[src/rtl/wb_video_arbiter.sv]
// ---------------------------------------------------------------------------
// wb_video_arbiter
//   Two-requester Wishbone arbiter sharing one framebuffer bus between the
//   video scanline fetch engine (m0, fixed priority) and the CPU (m1).
//   The CPU is guaranteed a tenure after STARVE_LIMIT consecutive contested
//   video tenures. Every tenure is followed by exactly one idle cycle.
//
//   Optional watchdog: define WB_ARB_TIMEOUT_EN to build it. A granted
//   transfer left unacknowledged for TIMEOUT cycles is terminated with a
//   forced ack carrying 32'hFFFFFFFF, and the sticky timeout_o flag is set.
//   Without the macro timeout_o is tied low and stalls wait forever.
//
// Ports
//   clk_i, rst_n_i        clock, async active-low reset
//   m0_* / m1_*           requester side (cyc, stb, adr, we, sel, dat in,
//                         dat out, ack)
//   bus_*                 shared master port towards the memory slave
//   grant_o               one-hot owner: 01 = m0, 10 = m1, 00 = idle
//   timeout_o             sticky watchdog flag, cleared only by reset
// ---------------------------------------------------------------------------
module wb_video_arbiter #(
  parameter int unsigned STARVE_LIMIT = 4
`ifdef WB_ARB_TIMEOUT_EN
  ,
  parameter int unsigned TIMEOUT      = 255
`endif
) (
  input  logic        clk_i,
  input  logic        rst_n_i,
  // m0: video requester
  input  logic        m0_cyc_i,
  input  logic        m0_stb_i,
  input  logic [31:0] m0_adr_i,
  input  logic        m0_we_i,
  input  logic [3:0]  m0_sel_i,
  input  logic [31:0] m0_dat_i,
  output logic [31:0] m0_dat_o,
  output logic        m0_ack_o,
  // m1: CPU requester
  input  logic        m1_cyc_i,
  input  logic        m1_stb_i,
  input  logic [31:0] m1_adr_i,
  input  logic        m1_we_i,
  input  logic [3:0]  m1_sel_i,
  input  logic [31:0] m1_dat_i,
  output logic [31:0] m1_dat_o,
  output logic        m1_ack_o,
  // shared bus
  output logic        bus_cyc_o,
  output logic        bus_stb_o,
  output logic [31:0] bus_adr_o,
  output logic        bus_we_o,
  output logic [3:0]  bus_sel_o,
  output logic [31:0] bus_dat_o,
  input  logic [31:0] bus_dat_i,
  input  logic        bus_ack_i,
  // status
  output logic [1:0]  grant_o,
  output logic        timeout_o
);

  // State encoding doubles as the one-hot grant vector.
  localparam logic [1:0] S_IDLE   = 2'b00;
  localparam logic [1:0] S_GRANT0 = 2'b01;
  localparam logic [1:0] S_GRANT1 = 2'b10;

  localparam logic [7:0] LP_STARVE = 8'(STARVE_LIMIT);

  logic [1:0]       r_state, w_state_nxt;
  logic [7:0]       r_starve, w_starve_nxt;
  logic             w_busy, w_idx, w_tmo_hit;
  logic             w_fwd_cyc, w_fwd_stb;

  // Requester bundles packed by index (0 = m0, 1 = m1).
  logic [1:0]       w_cyc, w_stb, w_we, w_ack;
  logic [1:0][31:0] w_adr, w_wdat, w_rdat;
  logic [1:0][3:0]  w_sel;

  assign w_cyc  = {m1_cyc_i, m0_cyc_i};
  assign w_stb  = {m1_stb_i, m0_stb_i};
  assign w_we   = {m1_we_i,  m0_we_i};
  assign w_adr  = {m1_adr_i, m0_adr_i};
  assign w_sel  = {m1_sel_i, m0_sel_i};
  assign w_wdat = {m1_dat_i, m0_dat_i};

  assign w_busy  = (r_state != S_IDLE);
  assign w_idx   = r_state[1];
  assign grant_o = r_state;

  // Forward path: straight mux from the owner, zero while idle.
  assign w_fwd_cyc = w_busy & w_cyc[w_idx];
  assign w_fwd_stb = w_busy & w_stb[w_idx];
  assign bus_cyc_o = w_fwd_cyc & ~w_tmo_hit;
  assign bus_stb_o = w_fwd_stb & ~w_tmo_hit;
  assign bus_adr_o = w_busy ? w_adr[w_idx]  : '0;
  assign bus_we_o  = w_busy & w_we[w_idx];
  assign bus_sel_o = w_busy ? w_sel[w_idx]  : '0;
  assign bus_dat_o = w_busy ? w_wdat[w_idx] : '0;

  // Return path: only the granted requester sees ack / read data.
  for (genvar gi = 0; gi < 2; gi++) begin : g_ret
    assign w_ack[gi]  = r_state[gi] & (bus_ack_i | w_tmo_hit);
    assign w_rdat[gi] = !r_state[gi] ? '0 :
                        w_tmo_hit    ? '1 : bus_dat_i;
  end

  assign m0_ack_o = w_ack[0];
  assign m1_ack_o = w_ack[1];
  assign m0_dat_o = w_rdat[0];
  assign m1_dat_o = w_rdat[1];

`ifdef WB_ARB_TIMEOUT_EN
  localparam logic [7:0] LP_TMO = 8'(TIMEOUT);

  logic [7:0] r_wd;
  logic       r_timeout;

  assign w_tmo_hit = w_busy & (r_wd == LP_TMO);
  assign timeout_o = r_timeout;

  // Counts stalled cycles of the current owner; restarts on every ack.
  always_ff @(posedge clk_i or negedge rst_n_i) begin
    if (!rst_n_i) begin
      r_wd      <= '0;
      r_timeout <= 1'b0;
    end else begin
      if (!w_busy || bus_ack_i || w_tmo_hit)
        r_wd <= '0;
      else if (w_fwd_cyc | w_fwd_stb)
        r_wd <= r_wd + 8'd1;
      if (w_tmo_hit)
        r_timeout <= 1'b1;
    end
  end
`else
  assign w_tmo_hit = 1'b0;
  assign timeout_o = 1'b0;
`endif

  // Arbitration only happens from idle, so a release always costs one idle
  // cycle before the next owner (including the same requester) is granted.
  always_comb begin
    w_state_nxt  = r_state;
    w_starve_nxt = r_starve;
    case (r_state)
      S_IDLE: begin
        if (m0_cyc_i && m1_cyc_i && (r_starve == LP_STARVE)) begin
          w_state_nxt  = S_GRANT1;
          w_starve_nxt = '0;
        end else if (m0_cyc_i) begin
          w_state_nxt = S_GRANT0;
          // Only contested video tenures count towards CPU starvation.
          if (!m1_cyc_i)
            w_starve_nxt = '0;
          else if (r_starve != 8'hFF)
            w_starve_nxt = r_starve + 8'd1;
        end else if (m1_cyc_i) begin
          w_state_nxt  = S_GRANT1;
          w_starve_nxt = '0;
        end
      end
      S_GRANT0: if (!m0_cyc_i || w_tmo_hit) w_state_nxt = S_IDLE;
      S_GRANT1: if (!m1_cyc_i || w_tmo_hit) w_state_nxt = S_IDLE;
      default:  w_state_nxt = S_IDLE;
    endcase
  end

  always_ff @(posedge clk_i or negedge rst_n_i) begin
    if (!rst_n_i) begin
      r_state  <= S_IDLE;
      r_starve <= '0;
    end else begin
      r_state  <= w_state_nxt;
      r_starve <= w_starve_nxt;
    end
  end

endmodule

[config.mk]
export PLATFORM = sky130hd
export DESIGN_NAME = wb_video_arbiter
export DESIGN_NICKNAME = d
export VERILOG_FILES = /design/src/rtl/wb_video_arbiter.sv
export SDC_FILE = /design/constraint.sdc
export NUM_CORES = 1
export LEC_CHECK = 0
export ABC_AREA = 1
export BUFFER_PORTS_ARGS = -buffer_cell sky130_fd_sc_hd__buf_2
export CAP_MARGIN = 20
export CORE_AREA = 2 2 123 125
export DETAILED_ROUTE_END_ITERATION = 8
export DIE_AREA = 0 0 125 127
export PLACE_DENSITY = 0.51
export SLEW_MARGIN = 0
export SYNTH_ARGS = -nofsm -noshare
export SYNTH_HDL_FRONTEND = slang
export SYNTH_SLANG_ARGS = --single-unit
[constraint.sdc]
create_clock -name clk_i -period 2.27 [get_ports clk_i]
set_input_delay 0.3405 -clock clk_i [delete_from_list [all_inputs] [get_ports clk_i]]
set_output_delay 0.3405 -clock clk_i [all_outputs]
set_load 0.005 [all_outputs]
==> summary.md, run 1 <==
The final non-filler cell area was 4060 um^2; the adder-cell share of the synthesized area was 1.13%. The maximum clock skew at final layout came out at 0.00470 ns. Buffers inserted during clock tree synthesis total 3. The synthesized netlist devotes 3.27% of its cell area to compound gates. The logs give 11,500 um for the routed wire length and 15,900 um^2 for the die footprint.

The async set-reset flop share out of synthesis came out at 100%. Static timing analysis puts the maximum clock frequency at 0.507 GHz. The slowest library cell on the worst path is dfrtp_4. Setup total negative slack on the finished layout was measured at 0 ns. The layout cell share with drive strength beyond 1 came out at 43.2%. The tools report the endpoint kind of the worst setup timing path as an output pin.

The buffers plus inverters on the worst setup path is 3. Using the TritonRoute via totals, the vias-per-cell ratio works out to 3.99. The root cell of the clock tree was clkbuf_16. After Yosys synthesis, and, or, nand and nor cells account for 62.4% of the synthesized area. Ranked by total cell area, the synthesized netlist is headed by nand2_1, nand3_1, inv_1, dfrtp_1, buf_2. The synthesized design contains 10 register bits. The flip-flop cell with the highest count after synthesis is dfrtp_1. In this run the tightest slew margin relative to its limit is 66.2%. The tools report the placer's final routability congestion estimate as 0.804. Overall track demand over capacity in global routing: 13.2%. The signal on the critical path passes through inv_2 > buf_4 > nand2_1 > o22ai_1 > buf_2. For the pin with the worst max-slew slack, the measured transition is 0.506 ns. The area of the core is 14,400 um^2. For the count of boundary I/O pins, the log shows 317. The largest family of logic cells by synthesized area was simple AND/OR/NAND/NOR gates. The clock period could shrink to 1.97 ns.

The cell area that synthesis handed to floorplanning was 2220 um^2. After synthesis, the mean cell area works out to 4.66 um^2. Once placement finished, the instance area stood at 3970 um^2.

The clock passes through at most 2 buffers. The logs give 15.4% for the starting utilization of the core area and 4 for the count of TritonRoute iterations in the first routing pass. The run gives 1.63 ns as the arrival time of the worst setup path. The final critical path takes up 86.9% of the cycle.

The tools report the number of rows in the core area as 44. CTS saw 10 sinks. Power spread over the standard cell area amounts to 848 nW/um^2.

The die span in y is 127 um. The per-cell routed wire length is 12.1 um. In this run the worst hold path is classified as primary input to flip-flop. Post-CTS repair changed the size of 0 cells.

The number of distinct library cells after synthesis is 21, and the xor-xnor portion of the synthesized cell area is 0.789%. For this run, design rule violations remaining after detail routing come to 0. Yosys instantiated no cell more often than nand2_1. The logs give 0 for the number of violations of the max-capacitance limit and 11.3% for the sequential share of the synthesized area.

During synthesis, Yosys emitted a total of 0 warnings. The area growth from synthesis to layout is 82.6%. For the final-report hold violation count, the log shows 0. The number of antenna violations at the first check in global routing came out at 1.

Setup repair after global routing left no endpoint under its margin. The layout has 1,699 filler cells. The run gives 17,500 um as the wire length of the first global-routing pass. The number of levels in the clock H-tree is 1. The later pin in the worst-skew pair is clocked with a latency of 0.24 ns.

The top cell type by area accounts for 41.2% of the synthesized area. The worst path required time is 1.93 ns. The commonest cells after synthesis are nand2_1, inv_1, nand3_1. After legalization and detailed placement, the total HPWL measured 9410 um. Measured along the x axis, the die boundary spans 125 um. The proportion of synthesized area in mux cells was 0%. Counting every instance in the synthesized netlist gives 477. The max-slew violation total from the final report came out at 0. The run finished with clean final reports. Number of nets produced by synthesis: 656.

For the starting DRC count in detailed routing, the log shows 139. Entering global routing, the biggest net connects 106 pins. The total via count after detailed routing was 3,810. Family with the most delay on the worst path: buffers and inverters. The number of routed nets with antenna violations is 0. The static leakage power was 3.08 nW; the final count of negative-setup-slack endpoints was 0.

The synthesized design spends more area on one cell type than any other, namely nand2_1. Counting flops with a built-in enable in the synthesized netlist gives 0. The peak ir drop on the vdd network is 0.000486 V, and the total global routing overflow is 0.

The maximum single-stage delay on the critical path works out to 0.49 ns. Via count of the first global-routing pass: 3,477. TritonCTS built the clock tree. Quantity of I/O buffers inserted on ports: 315. The worst setup path is launched from a flip-flop. 0 antenna diodes ended up in the layout. The core occupancy in the finished layout came out at 28.1%. The count of nets after finishing is 951. Along the worst path, the maximum fanout reaches 20.

Register clock-pin slew on the reported worst setup and hold paths: 0.04 ns. Critical setup path kind: flip-flop to output pin.
worst register-to-register path: stages, from the launching register on:
cell	delay, ns
dfrtp_4	0.49
buf_12	0.22
or2_1	0.32
nand3b_4	0.27
nand2_1	0.13
o21ai_2	0.05
cell families after synthesis:
group	count (synthesis)
compound gates	10
xor+xnor	2
fa+ha+maj	2
buf+inv	115
flops	10
other cells	1
simple gates	337
through the flow:
step	power [mW]	worst slack (ns)	hold WS, ns	std cells
5_1_grt	3.85	0.167	0.441	955
3_5_place_dp	3.15	0.547	0.229	950
2_1_floorplan	1.84	0.879	0.0449	477
4_1_cts	3.49	0.280	0.415	955
6_report	3.44	0.297	0.420	955
3_3_place_gp	3.18	0.534	0.232	950
power breakdown:
part | leakage (nW) | internal, mW | switching, mW
Clock | 0.0382 | 0.236 | 0.0876
Sequential | 0.133 | 0.222 | 0.0353
Combinational | 2.91 | 1.19 | 1.67
path summary, 6_finish.rpt:
kind	startpoint	endpoint	depth (start not counted)	slack, ns
min reg2reg	r_starve[3]	r_starve[3]	2	0.53
min in group asynchronous	rst_n_i	r_starve[3]	2	0.52
max reg2reg	grant_o[1]	r_starve[2]	5	0.67
min	m0_cyc_i	grant_o[0]	3	0.42
max	grant_o[1]	bus_cyc_o	5	0.30
max in group asynchronous	rst_n_i	grant_o[1]	2	1.52
registers in the layout, indices dropped and copies added, names as in the netlist:
| signal | flops |
|---|---|
| r_starve | 8 |
| grant_o | 2 |
layer usage:
metal | routed length (um) | track usage [%] | vias up
li1 | - | - | 2003
met1 | 4520 | 15.7 | 1597
met2 | 5860 | 25.0 | 198
met3 | 977 | 2.30 | 12
met4 | 162 | 2.29 | 0
met5 | 0 | 0 | -
cells in the final DEF, fill, tap and decap left out:
| master | instances |
|---|---|
| clkbuf_16 | 3 |
| o21ai_0 | 2 |
| buf_4 | 4 |
| o21bai_1 | 1 |
| o31ai_1 | 1 |
| dfrtp_4 | 2 |
| ha_1 | 2 |
| o21ai_2 | 4 |
| nand4_1 | 3 |
| buf_2 | 315 |
| inv_1 | 81 |
| inv_2 | 1 |
| nor2_1 | 13 |
| buf_12 | 3 |
| nand2_1 | 244 |
| xor2_1 | 2 |
| o22ai_1 | 2 |
| conb_1 | 1 |
| dfrtp_1 | 8 |
| or2_1 | 1 |
| dlygate4sd3_1 | 1 |
| nand3_1 | 75 |
| clkbuf_1 | 1 |
| nand3b_4 | 1 |
what timing repair did:
item / CTS / global route
buffers inserted: 0 / 0
hold buffers: 1 / 0
hold endpoints to repair: 10 / 0
final cells by class:
cell class | instances | area [um^2] | share of cell area [%]
flip-flops and latches | 10 | 258 | 6.36
repair buffers | 323 | 1680 | 41.3
multi-input cells | 352 | 1500 | 37.1
clock buffers | 4 | 78.8 | 1.94
inverters | 82 | 308 | 7.59
well taps | 184 | 230 | 5.68
Power figures use the tool's default switching activity.
==> run 2, diff against run 1 <==
--- a/config.mk
+++ b/config.mk
@@ -12,5 +12,6 @@
 export DETAILED_ROUTE_END_ITERATION = 8
 export DIE_AREA = 0 0 125 127
-export PLACE_DENSITY = 0.51
+export GPL_TIMING_DRIVEN = 0
+export PLACE_DENSITY = 0.52
 export SLEW_MARGIN = 0
 export SYNTH_ARGS = -nofsm -noshare
==> constraint.sdc (replaced) <==
create_clock -name clk_i -period 1.6 [get_ports clk_i]
set_input_delay 0.24 -clock clk_i [delete_from_list [all_inputs] [get_ports clk_i]]
set_output_delay 0.24 -clock clk_i [all_outputs]
set_load 0.05 [all_outputs]
==> run 2 against run 1 <==
  * The run now ends with setup timing left
  * Power grew to 4.5 times the previous value
  * Clock power grew 37%
  * Flip-flop and latch count stayed put
  * Cell count increased by 4.2%
  * Cell area is 75% higher
  * Worst setup slack got worse by 0.41 ns
  * Critical endpoint is now m1_ack_o
  * Largest power group unchanged
  * Highest routed layer unchanged
==> summary.md, run 2 (synthesized netlist as in run 1, its figures left out) <==
The via count of the first global-routing pass is 4,324, and the layout cell share with drive strength beyond 1 is 77.8%. The die is 125 um wide. Dividing total power by cell area gives a power density of 2160 nW/um^2. Worst hold path depth: 3. The area of the core was 14,400 um^2. In the routed design, unresolved DRC markers number 0. Clock tree synthesis selected as its root buffer the cell clkbuf_16.

The worst register-to-register path has a setup slack of 0.17 ns. Counting stages on the worst path, the most repeated cell is buf_12. In this run the worst hold path is classified as primary input to flip-flop. The setup path with the least slack is of type flip-flop to output pin. In this run the tool buffered the top-level ports with 315 buffer cells.

The register with the most flip-flops in the layout has 8 of them. The number of routed nets with antenna violations was 0; the overall track demand over capacity in global routing was 17.9%. The count of TritonRoute iterations in the first routing pass was 4; the logic depth of the worst register-to-register path was 6.

The longest clock path from root to sink contains 2 buffers. The worst path setup slack after routing is -0.108 ns, and the per-cell routed wire length is 16.3 um. The endpoint kind of the worst setup timing path was an output pin. Timing would allow up to 0.585 GHz. Of all nets on the critical path, the largest fanout is 10.

The hold path startpoint is m0_cyc_i. The most common cell after layout, fill and taps aside is buf_2. The growth of design area from synthesis to finish works out to 220%. The largest register by flop count is r_starve. TritonCTS created 3 clock buffers. The tools report the static leakage power as 3.49 nW. Leaving out fill and tap cells, the most frequent cells in the layout are buf_2, nand2_2, nand2_1. The die span in y is 127 um, and the routed wire length is 16,200 um.

The slowest library cell on the worst path is dfrtp_2. The path with the worst hold slack has its endpoint at grant_o[0]. In this run, the number of DRC markers left after iteration 0 of detailed routing was 104.

The final worst hold slack is 0.327 ns, and the area after detailed placement is 4560 um^2. The wire length of the first global-routing pass was 23,100 um. The part of the cycle the worst path needs came out at 107%. The maximum single-stage delay on the critical path works out to 0.42 ns. On the final layout, the worst clock skew is 0.00117 ns. The ratio of routed vias to standard cells is 4.26, and the maximum number of pins on one net before global-route repair is 12.

The final layout contains 990 nets. Power comes to 15.4 mW. The number of antenna violations at the first check in global routing is 2. The shortest period the worst path allows was 1.71 ns; the non-filler instance count after layout was 995. TritonCTS built the clock tree. Launch point of the worst path: grant_o[1].

STA puts the critical path data required time at 1.36 ns. The tools report the number of violations of the max-capacitance limit as 0. The die covers 15,900 um^2. Register clock-pin slew on the reported worst setup and hold paths: 0.04 ns. Setup violations remaining at the end of the flow were counted as 128. The tools report the starting utilization of the core area as 15.4%. The arrival time of the worst setup path came out at 1.47 ns. The number of levels in the clock H-tree was 1. The run finished, with violations left. The max-slew violation total from the final report was 0. The final reports fail on setup timing.

Routability-driven placement finished with a final weighted congestion of 0.838. The final-report hold violation count is 0. The worst register-to-register path ends at r_starve[2]. Traced cell by cell, the critical path runs through buf_12 > buf_12 > buf_8 > nand2_2 > clkinvlp_4 > buf_6. The number of fill cells in the layout came out at 1,355. The startpoint type of the worst setup path was a flip-flop.

After global routing the overflow that remains totals 0. The finished cells cover 7100 um^2. For the total via count after detailed routing, the log shows 4,240.

The clock drives 10 sinks. In this run the count of I/O pins placed on the die edge is 317. The origin of the critical flop-to-flop path is grant_o[1]. The worst-case IR drop observed on VDD is 0.00134 V.

Setup repair after global routing could not meet its margin everywhere. The initialized floorplan defines 44 standard-cell rows. Timing analysis after detailed placement gives a worst setup slack of -0.293 ns. For the worst-skew pair, the clock arrives at the later sink with an insertion delay of 0.24 ns. Once placement completed, the tool counted placed cells totaling 976. Summed over all nets, the half-perimeter wirelength after detailed placement is 11,200 um.
run 2: cell count changes in the layout (fill, tap and decap cells not counted), sizes merged:
cell      previous run  this run
buf                322       345
clkbuf               4        19
clkinv               0         1
clkinvlp             0        66
diode                0         2
inv                 82        15
run 2: timing repair:
action,4_1_cts,5_1_grt
hold buffers,1,0
setup buffers,2,1
cloned,2,9
pin swaps,0,2
gates resized for setup,476,149
endpoints found under the setup margin,137,137
endpoints found under the hold margin,10,0
run 2: worst max-delay path, delay by kind of cell, from the launching register on:
family                 cells  cell delay (ns)
buffers and inverters      5             0.71
flip-flops                 1             0.42
AND/OR/NAND/NOR            1             0.09
run 2: how the worst max path moves through the flow:
stage / slack, ns / depth (start not counted) / endpoint
4_1_cts: -0.08 / 6 / m1_dat_o[14]
5_1_grt: -0.15 / 6 / m1_ack_o
2_1_floorplan: -0.02 / 4 / bus_cyc_o
6_report: -0.11 / 6 / m1_ack_o
3_5_place_dp: -0.29 / 6 / bus_dat_o[26]
3_3_place_gp: -0.27 / 6 / bus_dat_o[26]
run 2: routing by layer:
layer	track usage (%)	vias to the layer above	wire length [um]	part of all wire, %
met3	4.19	29	1260	7.8
met4	4.05	0	350	2.2
met5	0	-	0	0
met2	33.8	221	8710	54
met1	20.4	1903	5900	36
li1	-	2087	-	-
run 2: through the flow:
stage,setup TNS [ns],util [%]
detailed placement,-22.64,31.6
floorplan,-0.0221,-
global route,-12.45,49.2
finish,-6.15,49.2
global placement,-22.54,31.6
CTS,-7.01,43.4
run 2: power breakdown:
part	leakage (nW)	total (mW)	internal, mW	switching, mW
sequential	0.134	0.353	0.304	0.0488
combinational	3.32	14.6	5.73	8.84
clock	0.0370	0.443	0.324	0.119
run 2: final cells by class:
class | instances | area [um^2] | share of cell area [%]
Timing Repair Buffer | 330 | 3030 | 42.6
Multi-Input combinational cell | 352 | 2440 | 34.3
Inverter | 82 | 582 | 8.19
Buffer | 32 | 492 | 6.92
Sequential cell | 10 | 253 | 3.56
Tap cell | 184 | 230 | 3.24
Clock buffer | 3 | 75.1 | 1.06
Antenna cell | 2 | 5.00 | 0.0705
==> run 3, diff against run 2 <==
ABC_AREA = default   (was 1)
CORE_AREA = 2 2 124 126   (was 2 2 123 125)
DIE_AREA = 0 0 126 128   (was 0 0 125 127)
PLACE_DENSITY = 0.48   (was 0.52)
==> run 3 against run 2 <==
  * The flow still finishes with violations (setup timing)
  * Clock power rose by 1%
  * Non-clock buffer count is 9 lower
  * Sequential share of layout area rose by 1.2 points
  * Core utilization is 13 points lower
  * First-iteration DRC count rose by 20%
==> summary.md, run 3 <==
The flow ran to the end, but the final reports show violations. The checks that failed: setup timing. The tightest hold path in the finished design has a slack of 0.401 ns.

The quantity of I/O buffers inserted on ports was 315; the number of buffers on the longest clock path was 2. The largest register by flop count was r_starve. After synthesis, the most frequently instantiated cells are a22o_1, and2_1, clkbuf_1.

The logic depth of the worst register-to-register path is 6, and the number of remaining DRC errors is 0. The detailed router placed 3,234 vias in this run. The worst setup path is captured at an output pin.

After detailed placement, the design holds a cell count of 731. The die is 126 um wide. Summed over all instances, the cell type with the most area after synthesis is a22o_1. Yosys instantiated no cell more often than a22o_1. The critical path is of the flip-flop to output pin type. Synthesis produced a netlist with a net count of 407. The root cell of the clock tree is clkbuf_16.

The worst path setup slack after routing was -0.214 ns; the register clock-pin slew on the reported worst setup and hold paths was 0.04 ns. Of all nets on the critical path, the largest fanout is 10. The tools report the final-report hold violation count as 0. The post-synthesis sequential element count is 10, and the total clock sinks is 10.

Dividing the synthesized area by the synthesized cell count gives 7.86 um^2. The core region is 14,900 um^2. The count of boundary I/O pins was 317. TritonCTS built the clock tree.

The number of flip-flops in the largest register is 8. The placed instances occupy a cell area of 3910 um^2. The worst-case IR drop observed on VDD is 0.000573 V. Data arrives at the worst endpoint at 1.57 ns. Setup repair after global routing could not meet its margin everywhere.

Overall track demand over capacity in global routing: 13.7%. Once detailed placement completed, the half-perimeter wirelength came to 10,300 um. For this run, the detailed router's first-pass iteration total came to 4.

The most used flip-flop cell after synthesis is dfrtp_1. Once layout is complete, the cells apart from fillers number 750. The logs give 5340 um^2 for the final non-filler cell area and 0 for the number of violations of the max-capacitance limit. The logs give 12 for the maximum number of pins on one net before global-route repair and 105 for the final count of negative-setup-slack endpoints. The share of the Yosys chip area taken by registers is 14.0%. The area of the mapped netlist is 1790 um^2.

Counting flops with an async set or reset pin after synthesis yields a share of 100%. Ranked by total cell area, the synthesized netlist is headed by a22o_1, and2_1, dfrtp_1, buf_2, clkbuf_1. In this run, the number of DRC markers left after iteration 0 of detailed routing was 125. The first global-routing pass estimated 17,700 um of wire.

The later pin in the worst-skew pair is clocked with a latency of 0.24 ns. Once detail routing completed, the nets flagged for antenna violations numbered 0. The number of antenna violations at the first check in global routing is 2, and the core occupancy in the finished layout is 36.0%. During synthesis, Yosys emitted a total of 0 warnings. The total power is 3.31 mW, and the part of the cycle the worst path needs is 113%. The run gives 3 as the number of buffers inserted during clock tree synthesis. In the layout the commonest cells are buf_2, buf_6, a22o_2. For the number of distinct library cells after synthesis, the log shows 35.

The die covers 16,100 um^2. The tools report the startpoint type of the worst setup path as a flip-flop. The via count of the first global-routing pass is 3,070, and the maximum clock skew at final layout is 0.00229 ns. The run gives 0 as the total global routing overflow. From bottom edge to top edge, the die measures 128 um. Summed over all layers, the routed wires come to 12,900 um.

The per-cell routed wire length was 17.2 um. Class of the worst hold path: primary input to async pin. After the last flow step, the layout net total stands at 740. After synthesis, the largest area contributor takes up 34.7% of total cell area. Summing all multi-input logic gate instances after layout gives 1800 um^2. The upper clock frequency limit is 0.551 GHz, and the growth of design area from synthesis to finish is 198%.

Counting I/O delays and the setup requirement, the final critical path takes 1.81 ns. The analysis attributes to cell leakage a power of 2.75 nW. The floorplan has 45 rows. The run gives 1 as the number of levels in the clock H-tree. Dividing the detail-routed via count by the number of cells gives 4.31. The count of flip-flops with a built-in enable after synthesis is 0, and the gate count after technology mapping is 228. The post-route netlist has 86.3% of its cells at a drive strength greater than 1. Registers take 254 um^2.

The initial utilization of the core area, before any placement, comes to 12.1%. The power density relative to cell area is 620 nW/um^2, and the worst path required time is 1.36 ns. The filler cells instantiated in the layout total 1,486. Most common cell after layout, fill and taps aside: buf_2. At the end of routability-driven placement, the weighted congestion stood at 0.839. The max-slew violation total from the final report is 0.
## run 3: changes by cell type after synthesis, sizes merged, moves of 4 or more
cell    before  now
a21oi        0    7
a22o         0   71
and2         0   66
clkbuf      17   12
inv         82    5
nand2      244    4
nand3       75    4
nor2        13    4
o21ai        6    2
## run 3: path summary, 6_finish.rpt
kind,from,endpoint,slack (ns)
max reg2reg,r_starve[1],r_starve[0],-0.06
min reg2reg,r_starve[0],r_starve[0],0.52
max in group asynchronous,rst_n_i,grant_o[0],0.98
min,rst_n_i,r_starve[1],0.40
max,grant_o[1],bus_dat_o[28],-0.21
min in group clk_i,m1_cyc_i,grant_o[1],0.40
## run 3: power breakdown
part	leakage (nW)	switching (mW)	internal (mW)
logic	2.58	1.48	1.10
clock network	0.0382	0.114	0.334
registers	0.132	0.0119	0.265
## run 3: stage by stage
step                TNS, ns  setup WS (ns)
CTS                  -15.93         -0.215
detailed placement   -17.61         -0.280
floorplan             -4.11        -0.0692
finish               -14.27         -0.214
global route         -20.35         -0.268
global placement     -14.66         -0.252
## run 3: layout make-up
| type | instances | share of cell area (%) |
|---|---|---|
| inverter | 5 | 0.351 |
| clock buffer | 4 | 1.48 |
| multi-input combinational | 188 | 33.6 |
| timing repair buffer | 329 | 49.0 |
| sequential | 10 | 4.75 |
| antenna | 2 | 0.0937 |
| tap | 188 | 4.40 |
| buffer | 24 | 6.35 |
## run 3: timing repair
action                     in CTS  in global routing
gates resized for setup       303                 60
gates cloned                    3                  1
hold buffers                    1                  0
hold endpoints to repair       10                  0
pin swaps                       1                  7
buffers inserted                6                  5
setup endpoints to repair     134                131
## run 3: logic make-up (layout without fill, tap and decap cells)
group                      after synthesis  after routing  synth area share [%]
AOI/OAI and AO/OA                       93             94                  44.2
adders and majority gates                2              2                  1.40
buffers and inverters                   31            362                  7.89
DFF                                     10             10                  14.0
and+or+nand+nor                         89             89                  31.2
other                                    1              3                 0.209
muxes                                    2              2                  1.12
## run 3: critical path, cell delays in order (launching register included)
cell	delay (ns)
dfrtp_2	0.41
buf_12	0.15
nor2b_4	0.12
buf_12	0.17
buf_8	0.15
a22o_2	0.16
buf_8	0.15
## run 3: metal layers
metal | wire length, um | global-route usage [%] | up-vias
li1 | - | - | 1527
met1 | 5150 | 17.7 | 1545
met2 | 6830 | 24.6 | 152
met3 | 768 | 1.92 | 10
met4 | 140 | 2.65 | 0
met5 | 0 | 0 | -
